$ cat config.mk
export PLATFORM = sky130hd
export DESIGN_NAME = ram_port_arbiter
export DESIGN_NICKNAME = d
export VERILOG_FILES = /design/src/rtl/ram_arb_pkg.sv /design/src/rtl/ram_arb_delay_line.sv /design/src/rtl/ram_port_arbiter.sv
export SDC_FILE = /design/constraint.sdc
export NUM_CORES = 1
export LEC_CHECK = 0
export ABC_AREA = 0
export CAP_MARGIN = 20
export CORE_ASPECT_RATIO = 1.2
export CORE_MARGIN = 3
export CORE_UTILIZATION = 30
export DETAILED_ROUTE_END_ITERATION = 6
export SETUP_SLACK_MARGIN = 0.4
export SLEW_MARGIN = 30
export SYNTH_ARGS = -nofsm -noshare
export SYNTH_HDL_FRONTEND = slang
export SYNTH_SLANG_ARGS = --single-unit
$ cat constraint.sdc
create_clock -name i_clk -period 5 [get_ports i_clk]
set_input_delay 1 -clock i_clk [delete_from_list [all_inputs] [get_ports i_clk]]
set_output_delay 1 -clock i_clk [all_outputs]
set_load 0.02 [all_outputs]
$ cat src/rtl/ram_arb_pkg.sv
// Shared constants and types for the two-requester RAM port arbiter.
// The tag travels alongside each issued read so its data returns to the right requester.
package ram_arb_pkg;

    localparam int DEF_DATA_WIDTH    = 8;
    localparam int DEF_ADDR_WIDTH    = 3;
    localparam int DEF_READ_LATENCY  = 4;
    localparam int DEF_WRITE_LATENCY = 5;
    localparam int DEF_NUM_REQ       = 2;

    typedef logic req_id_t;

    typedef struct packed {
        logic    valid;
        req_id_t id;
    } tag_t;

endpackage

$ cat src/rtl/ram_arb_delay_line.sv
// Fixed-depth shift register with every stage exposed, cleared by reset.
// Serves as both the read tag pipeline and the in-flight write scoreboard.
module ram_arb_delay_line #(
    parameter int DEPTH = 4,
    parameter int WIDTH = 2
) (
    input  logic                   i_clk,
    input  logic                   i_rst,
    input  logic [WIDTH-1:0]       i_data,
    output logic [DEPTH*WIDTH-1:0] o_taps
);

    logic [WIDTH-1:0] stage_q [DEPTH];

    always_ff @(posedge i_clk or posedge i_rst) begin
        if (i_rst) begin
            for (int i = 0; i < DEPTH; i++) begin
                stage_q[i] <= '0;
            end
        end else begin
            stage_q[0] <= i_data;
            for (int i = 1; i < DEPTH; i++) begin
                stage_q[i] <= stage_q[i-1];
            end
        end
    end

    // Stage i occupies slice i of the tap bus.
    for (genvar g = 0; g < DEPTH; g++) begin : g_taps
        assign o_taps[g*WIDTH +: WIDTH] = stage_q[g];
    end

endmodule

$ cat src/rtl/ram_port_arbiter.sv
// Round-robin arbiter sharing one pipelined RAM port between two requesters.
// Reads to an address with a write still committing are held back; the other requester proceeds.
module ram_port_arbiter
    import ram_arb_pkg::*;
#(
    parameter int DATA_WIDTH    = DEF_DATA_WIDTH,
    parameter int ADDR_WIDTH    = DEF_ADDR_WIDTH,
    parameter int READ_LATENCY  = DEF_READ_LATENCY,
    parameter int WRITE_LATENCY = DEF_WRITE_LATENCY,
    parameter int NUM_REQ       = DEF_NUM_REQ
) (
    input  logic                          i_clk,
    input  logic                          i_rst,
    input  logic [NUM_REQ-1:0]            i_req_valid,
    output logic [NUM_REQ-1:0]            o_req_ready,
    input  logic [NUM_REQ-1:0]            i_req_we,
    input  logic [NUM_REQ*ADDR_WIDTH-1:0] i_req_addr,
    input  logic [NUM_REQ*DATA_WIDTH-1:0] i_req_din,
    output logic [NUM_REQ-1:0]            o_rsp_valid,
    output logic [DATA_WIDTH-1:0]         o_rsp_data,
    output logic                          o_mem_en,
    output logic                          o_mem_we,
    output logic [ADDR_WIDTH-1:0]         o_mem_addr,
    output logic [DATA_WIDTH-1:0]         o_mem_din,
    input  logic [DATA_WIDTH-1:0]         i_mem_dout,
    output logic [3:0]                    o_rd_inflight
);

    localparam int TAG_W = $bits(tag_t);
    localparam int SB_W  = ADDR_WIDTH + 1;

    logic [NUM_REQ-1:0]    hit, elig, grant;
    req_id_t               ptr_q, gid;
    logic                  hs, sel_we, rd_hs;
    logic [ADDR_WIDTH-1:0] sel_addr;
    logic [DATA_WIDTH-1:0] sel_din;

    logic [SB_W-1:0]                      sb_in;
    logic [WRITE_LATENCY*SB_W-1:0]        sb_taps;
    tag_t                                 tag_in, tag_out;
    logic [(READ_LATENCY+1)*TAG_W-1:0]    tag_taps;
    logic                                 unused_tag_taps;

    logic                  mem_en_q, mem_we_q;
    logic [ADDR_WIDTH-1:0] mem_addr_q;
    logic [DATA_WIDTH-1:0] mem_din_q;
    logic [NUM_REQ-1:0]    rsp_valid_q;
    logic [DATA_WIDTH-1:0] rsp_data_q;
    logic [3:0]            inflight_q, inflight_d;

    // Scoreboard entry layout: {valid, addr}.
    always_comb begin
        hit = '0;
        for (int k = 0; k < NUM_REQ; k++) begin
            for (int e = 0; e < WRITE_LATENCY; e++) begin
                if (sb_taps[e*SB_W + ADDR_WIDTH] &&
                    sb_taps[e*SB_W +: ADDR_WIDTH] == i_req_addr[k*ADDR_WIDTH +: ADDR_WIDTH]) begin
                    hit[k] = 1'b1;
                end
            end
        end
    end

    assign elig = i_req_valid & (i_req_we | ~hit);

    always_comb begin
        grant = '0;
        if (!i_rst) begin
            if (elig[ptr_q]) begin
                grant[ptr_q] = 1'b1;
            end else if (elig[~ptr_q]) begin
                grant[~ptr_q] = 1'b1;
            end
        end
    end

    assign hs       = |grant;
    assign gid      = grant[1];
    assign sel_we   = i_req_we[gid];
    assign sel_addr = i_req_addr[int'(gid)*ADDR_WIDTH +: ADDR_WIDTH];
    assign sel_din  = i_req_din[int'(gid)*DATA_WIDTH +: DATA_WIDTH];
    assign rd_hs    = hs & ~sel_we;

    assign sb_in   = {hs & sel_we, sel_addr};
    assign tag_in  = '{valid: rd_hs, id: gid};
    assign tag_out = tag_taps[READ_LATENCY*TAG_W +: TAG_W];
    assign unused_tag_taps = ^tag_taps[READ_LATENCY*TAG_W-1:0];

    ram_arb_delay_line #(.DEPTH(WRITE_LATENCY), .WIDTH(SB_W)) u_wr_scoreboard (
        .i_clk  (i_clk),
        .i_rst  (i_rst),
        .i_data (sb_in),
        .o_taps (sb_taps)
    );

    // One extra stage so the tag lines up with RAM data READ_LATENCY after the port cycle.
    ram_arb_delay_line #(.DEPTH(READ_LATENCY + 1), .WIDTH(TAG_W)) u_tag_pipe (
        .i_clk  (i_clk),
        .i_rst  (i_rst),
        .i_data (tag_in),
        .o_taps (tag_taps)
    );

    always_comb begin
        inflight_d = inflight_q;
        if (rd_hs && !(|rsp_valid_q)) begin
            inflight_d = inflight_q + 4'd1;
        end else if (!rd_hs && (|rsp_valid_q)) begin
            inflight_d = inflight_q - 4'd1;
        end
    end

    always_ff @(posedge i_clk or posedge i_rst) begin
        if (i_rst) begin
            ptr_q       <= 1'b0;
            mem_en_q    <= 1'b0;
            mem_we_q    <= 1'b0;
            mem_addr_q  <= '0;
            mem_din_q   <= '0;
            rsp_valid_q <= '0;
            rsp_data_q  <= '0;
            inflight_q  <= '0;
        end else begin
            mem_en_q   <= hs;
            mem_we_q   <= hs & sel_we;
            inflight_q <= inflight_d;
            if (hs) begin
                ptr_q      <= ~gid;
                mem_addr_q <= sel_addr;
                mem_din_q  <= sel_din;
            end
            rsp_valid_q <= '0;
            if (tag_out.valid) begin
                rsp_valid_q[tag_out.id] <= 1'b1;
                rsp_data_q              <= i_mem_dout;
            end
        end
    end

    assign o_req_ready   = grant;
    assign o_mem_en      = mem_en_q;
    assign o_mem_we      = mem_we_q;
    assign o_mem_addr    = mem_addr_q;
    assign o_mem_din     = mem_din_q;
    assign o_rsp_valid   = rsp_valid_q;
    assign o_rsp_data    = rsp_data_q;
    assign o_rd_inflight = inflight_q;

endmodule

==> flow_summary.json, run 1 <==
{
  "start_util_pct": 31.8,
  "wl_per_cell_um": 14.6,
  "pin_count": 65,
  "p_switching_uw": 466,
  "synthAdderAreaFrac_pct": 2.30,
  "worstPathRequired_ns": 4.00,
  "combPwrFrac_pct": 31.4,
  "hp-class": "flop to flop",
  "globalplace.congestion": 0.754,
  "p_sw_share_pct": 32.0,
  "min_path_cells": 0,
  "cts_tree": "built",
  "m1WireLength_um": 2410,
  "period_share_pct": 90.0,
  "powerDensity_nw_per_um2": 432,
  "yosys.area_share.xor_xnor_pct": 11.9,
  "grt_pass1_wl_um": 8530,
  "rsz0062_at_grt": "no",
  "clockRootBuffer": "clkbuf_8",
  "p_int_uw": 989,
  "crit_path_max_fanout": 11,
  "fmax_mhz": 222,
  "power_frac_seq_pct": 42.2,
  "drive_gt1_share_pct": 12.8,
  "hold_buffers": 0,
  "cts_buffers": 9,
  "via_per_inst": 4.55,
  "row_count": 35,
  "routed_wl_um": 5340,
  "gr-total-overflow": 0,
  "clkSlewWorstSetupHoldPaths_ns": 0.07,
  "clkPwrFrac_pct": 26.4,
  "grt_usage_pct": 11.9,
  "nFillCells": 748,
  "critical_path_class": "input pin to output port",
  "core_area_sq_um": 7880,
  "setup_viol": 0,
  "period_needed_ns": 4.50,
  "wl_met3_um": 277,
  "place_inst": 349,
  "route.met2.wl_um": 2620,
  "die-area_sq_um": 9490,
  "clkSinkCount": 57,
  "firstDrtPassIters": 5,
  "yosys.area_share.simple_pct": 6.09,
  "clock_path_buffers": 2,
  "synthDistinctLibCells": 29,
  "top_layer_used": "met4",
  "grt_pass1_vias": 1787,
  "ys_warn_count": 0,
  "clk_latency_ns": 0.33,
  "cts_resized": 0,
  "ys_seq_area_share_pct": 56.9,
  "critical_path_arrival_ns": 3.50,
  "worst_slew_pin_slew_ns": 0.555,
  "final-hold-violation-count": 0,
  "antenna_cells": 0,
  "slew_violations": 0,
  "area_growth_pct": 34.4,
  "htreeDepth": 3,
  "hpwl_um": 3920,
  "ys_ff_latch": 57,
  "status": "completed",
  "finalSetupTns_ns": 0,
  "drt_iter0_markers": 111,
  "antenna_found_initial": 0,
  "syn_area_sq_um": 2500,
  "postCtsSetupRepairBufs": 0,
  "max_cap_viol_count": 0,
  "cp-start-kind": "input pin",
  "layout.nets": 308,
  "reg2reg_depth": 14,
  "die_h_um": 106,
  "final_util_pct": 42.7,
  "synth_area_per_cell_sq_um": 12.5,
  "synth_nets": 241,
  "layoutNonFillerInstCount": 365,
  "grt_max_degree": 38,
  "synth_top_family_by_area": "XOR/XNOR gates",
  "max_slew_margin_pct": 62.9,
  "vias": 1660,
  "drc_errors": 0,
  "synth_compound_area_share_pct": 8.24,
  "endpoint_kind": "output port",
  "synth.area.mux_share_pct": 5.24,
  "io_buffer_count": 64,
  "max-vdd-ir-drop_mv": 0.163,
  "synthCells": 201,
  "finClkSkew_ns": 0.0123,
  "die_w_um": 89.4,
  "ant_nets": 0,
  "leakage_uw": 0.00149
}
-- cells in the final DEF, fill, tap and decap left out, types with 2 or more instances in the layout --
cell | synthesis | final
clkdlybuf4s50_1 | 0 | 64
nor2_1 | 4 | 4
clkbuf_8 | 0 | 10
xnor2_1 | 33 | 33
clkinv_4 | 0 | 3
clkinv_2 | 0 | 2
ha_1 | 3 | 3
dfrtp_1 | 57 | 57
nand4_1 | 11 | 11
inv_1 | 38 | 37
a22o_2 | 2 | 2
nand2_1 | 4 | 4
o22ai_1 | 2 | 2
mux2i_1 | 3 | 3
buf_4 | 4 | 2
a222oi_1 | 11 | 11
mux2_2 | 9 | 9
-- kinds of logic (layout without fill, tap and decap cells) --
family | after synthesis | count (layout)
xor+xnor | 34 | 34
flops | 57 | 57
simple gates | 25 | 25
fa+ha+maj | 4 | 4
compound gates | 21 | 21
buf+inv | 48 | 120
mux | 12 | 12
-- final cells by class --
| cell class | count | area, sq um | area share, % |
|---|---|---|---|
| clock inverters | 6 | 43.8 | 1.30 |
| well taps | 92 | 115 | 3.42 |
| flip-flops and latches | 57 | 1430 | 42.4 |
| clock buffers | 10 | 138 | 4.09 |
| repair buffers | 66 | 656 | 19.5 |
| multi-input cells | 96 | 846 | 25.1 |
| inverters | 38 | 143 | 4.24 |
-- through the flow --
step | power, uW | worst slack [ns] | hold slack (ns) | instance area [sq um]
floorplan | 889 | 0.566 | 0.331 | 2500
global placement | 1080 | 0.528 | 0.332 | 3190
detailed placement | 1090 | 0.499 | 0.336 | 3190
CTS | 1480 | 0.495 | 0.353 | 3370
global route | 1550 | 0.418 | 0.364 | 3370
finish | 1460 | 0.502 | 0.348 | 3370
-- metal layers --
metal | up-vias | global-route usage [%]
li1 | 798 | -
met1 | 811 | 15.0
met2 | 49 | 19.0
met3 | 2 | 3.49
met4 | 0 | 4.47
met5 | - | 0
-- worst max-delay path, stage by stage --
cell and delay, ns:
clkdlybuf4s50_1 0.71, xnor2_1 0.14, nand4_1 0.11, and3_4 0.20
a31oi_4 0.12, nor3_4 0.50, clkdlybuf4s50_1 0.71
-- power groups by stage --
stage / clock [uW] / combinational (uW) / sequential (uW)
6_report: 384 / 457 / 614
5_1_grt: 419 / 499 / 627
4_1_cts: 399 / 463 / 617
3_5_place_dp: 0 / 462 / 625
3_3_place_gp: 0 / 457 / 622
2_1_floorplan: 0 / 199 / 690
-- sequential cells by signal, indices dropped and copies added (netlist names) --
signal and count:
u_wr_scoreboard.o_taps 19, o_rsp_valid 2, o_mem_we 1, o_mem_din 8
o_rsp_data 8, o_mem_en 1, ptr_q 1, u_tag_pipe.o_taps 10
o_mem_addr 3, o_rd_inflight 4
-- synth_stat cells --
cell type  instances  area share [%]
dfrtp_1           57              57
inv_1             38             5.7
xnor2_1           33              12
a222oi_1          11             4.4
nand4_1           11             2.7
mux2_2             9             4.0
buf_6              5             2.2
buf_4              4             1.2
nand2_1            4            0.60
nor2_1             4            0.60
ha_1               3             1.5
mux2i_1            3             1.2
a22o_2             2            0.80
o22ai_1            2            0.50
a21o_1             1            0.30
a21oi_1            1            0.20
a31oi_4            1            0.85
and2_1             1            0.25
and3_4             1            0.45
clkbuf_1           1            0.15
fa_1               1            0.80
nand3_1            1            0.20
nand4b_1           1            0.35
nor2b_1            1            0.25
nor3_4             1            0.65
o21a_4             1            0.60
o21ai_0            1            0.20
o21ba_2            1            0.40
xor2_1             1            0.35
-- path summary, 6_finish.rpt --
kind                            slack, ns                        end                       start
worst max-delay path                 0.50             o_req_ready[1]               i_req_addr[5]
worst min-delay path                 0.35       u_tag_pipe.o_taps[7]        u_tag_pipe.o_taps[5]
worst max register to register       1.93           o_rd_inflight[3]  u_wr_scoreboard.o_taps[14]
worst min register to register       0.35       u_tag_pipe.o_taps[7]        u_tag_pipe.o_taps[5]
max in group asynchronous            3.09              o_rsp_data[0]                       i_rst
min in group asynchronous            1.07  u_wr_scoreboard.o_taps[1]                       i_rst
Note: power is estimated with default switching activity, not from simulation.
==> run 2, diff against run 1 <==
--- a/config.mk
+++ b/config.mk
@@ -6,10 +6,10 @@
 export NUM_CORES = 1
 export LEC_CHECK = 0
 export ABC_AREA = 0
-export CAP_MARGIN = 20
 export CORE_ASPECT_RATIO = 1.2
 export CORE_MARGIN = 3
 export CORE_UTILIZATION = 30
+export CTS_CLUSTER_DIAMETER = 40
 export DETAILED_ROUTE_END_ITERATION = 6
 export SETUP_SLACK_MARGIN = 0.4
 export SLEW_MARGIN = 30
==> results of run 2 <==
Same layout as run 1: the final DEF is identical, and so are final timing and power.
==> run 3, diff against run 2 <==
--- a/config.mk
+++ b/config.mk
@@ -6,7 +6,7 @@
 export NUM_CORES = 1
 export LEC_CHECK = 0
 export ABC_AREA = 0
-export CORE_ASPECT_RATIO = 1.2
+export CORE_ASPECT_RATIO = 0.75
 export CORE_MARGIN = 3
 export CORE_UTILIZATION = 30
 export CTS_CLUSTER_DIAMETER = 40
==> run 3 against run 2 <==
Compared with the run above: power rose by 4.7%; hold slack got worse by 0.0032 ns; critical endpoint is now o_req_ready[0]; critical path type unchanged; global-route usage is 0.43 points higher; clock power is 17% higher; core utilization is 0.065 points higher; sequential power increased by 0.7%; final cell count up 3.6%.
==> flow_summary.json, run 3 (same netlist as run 1, synthesis figures left out) <==
{
  "status": "completed",
  "layout.nets": 308,
  "area_growth_pct": 36.4,
  "powerDensity_nw_per_um2": 446,
  "fin_ws_ns": 0.697,
  "period_share_pct": 86.1,
  "grt_pass1_wl_um": 9110,
  "die-area_sq_um": 9490,
  "cp_top_family": "buffers and inverters",
  "postCtsSetupRepairBufs": 0,
  "antenna_found_initial": 0,
  "final-hold-violation-count": 0,
  "worst_slew_pin_slew_ns": 0.485,
  "drt_iter0_markers": 122,
  "finClkSkew_ns": 0.0114,
  "rsz0062_at_grt": "no",
  "core_area_sq_um": 7990,
  "wl_per_cell_um": 13.9,
  "row_count": 28,
  "layout_common_cells": "64 x clkdlybuf4s50_1, 57 x dfrtp_1, 37 x inv_1, 33 x xnor2_1, 12 x clkbuf_8",
  "globalplace.congestion": 0.805,
  "cpPeakStageDelay_ns": 0.64,
  "max-vdd-ir-drop_mv": 0.197,
  "cts_tree": "built",
  "layoutNonFillerInstCount": 378,
  "critical_path_arrival_ns": 3.30,
  "hp-class": "flop to flop",
  "hpwl_um": 3810,
  "drive_gt1_share_pct": 12.8,
  "fmax_mhz": 232,
  "place_inst": 362,
  "hold_buffers": 0,
  "grt_usage_pct": 12.3,
  "htreeDepth": 3,
  "layout_commonest_cell": "clkdlybuf4s50_1",
  "start_util_pct": 31.4,
  "drc_errors": 0,
  "vias": 1665,
  "via_per_inst": 4.40,
  "timing.hold.ws_ns": 0.345,
  "max_slew_margin_pct": 67.7,
  "path_buf_inv": 2,
  "cts_resized": 0,
  "cts_buffers": 9,
  "finalPower_uw": 1520,
  "ant_nets": 0,
  "clkSlewWorstSetupHoldPaths_ns": 0.07,
  "critical_path_class": "input pin to output port",
  "largest_reg_flops": 19,
  "crit_path_max_fanout": 14,
  "firstDrtPassIters": 6,
  "clk_latency_ns": 0.33,
  "io_buffer_count": 64,
  "worstPathRequired_ns": 4.00,
  "pin_count": 65,
  "endpoint_kind": "output port",
  "setup_viol": 0,
  "finalSetupTns_ns": 0,
  "clockRootBuffer": "clkbuf_8",
  "cp-start-kind": "input pin",
  "max_cap_viol_count": 0,
  "crit_chain": "clkdlybuf4s50_1 -> xnor2_1 -> nand4_1 -> nand4_1 -> o22ai_1 -> o21a_4 -> clkdlybuf4s50_1",
  "clock_path_buffers": 2,
  "gr-total-overflow": 0,
  "antenna_cells": 0,
  "grt_max_degree": 40,
  "routed_wl_um": 5270,
  "die_h_um": 85.1,
  "grt_pass1_vias": 1769,
  "leakage_uw": 0.00150,
  "place_ws_ns": 0.685,
  "period_needed_ns": 4.30,
  "crit_slowest_cell": "clkdlybuf4s50_1",
  "clkSinkCount": 57,
  "slew_violations": 0,
  "die_w_um": 112
}
-- run 3: cell types whose count changed in the layout (fill, tap and decap cells not counted), sizes merged --
cell / before / now
bufinv: 0 / 1
clkbuf: 10 / 12
clkinv: 5 / 1
clkinvlp: 1 / 2
-- run 3: power breakdown --
group	internal (uW)	total [uW]	switching (uW)
Sequential	551	618	67.0
Combinational	245	455	211
Clock	270	451	181
-- run 3: layer usage --
layer  vias up  global-route usage (%)  wire length [um]
li1        798                       -                 -
met1       811                    16.8              2630
met2        54                    18.0              2310
met3         2                    5.06               317
met4         0                    3.98                14
met5         -                       0                 0
-- run 3: cell type report --
cell class                      instances  area [sq um]
Tap cell                              105           131
Multi-Input combinational cell         96           846
Sequential cell                        57          1430
Clock buffer                           12           165
Inverter                               38           143
Timing Repair Buffer                   66           656
Fill cell                             786          4570
Clock inverter                          4          50.0
-- run 3: final timing paths --
check | start | to | slack, ns | cells after the start
max in group asynchronous | i_rst | u_wr_scoreboard.o_taps[18] | 3.12 | 3
hold reg to reg | u_tag_pipe.o_taps[5] | u_tag_pipe.o_taps[7] | 0.35 | 0
hold / removal | u_tag_pipe.o_taps[5] | u_tag_pipe.o_taps[7] | 0.35 | 0
setup reg to reg | u_wr_scoreboard.o_taps[4] | o_rd_inflight[3] | 2.03 | 14
setup / recovery | i_req_addr[2] | o_req_ready[0] | 0.70 | 7
min in group asynchronous | i_rst | o_mem_addr[1] | 1.03 | 2
-- run 3: metrics by stage --
step	area, sq um	utilization (%)
after global placement	3200	40.1
after CTS	3420	42.8
after floorplan	2500	-
final	3420	42.8
after global routing	3420	42.8
after detailed placement	3200	40.1
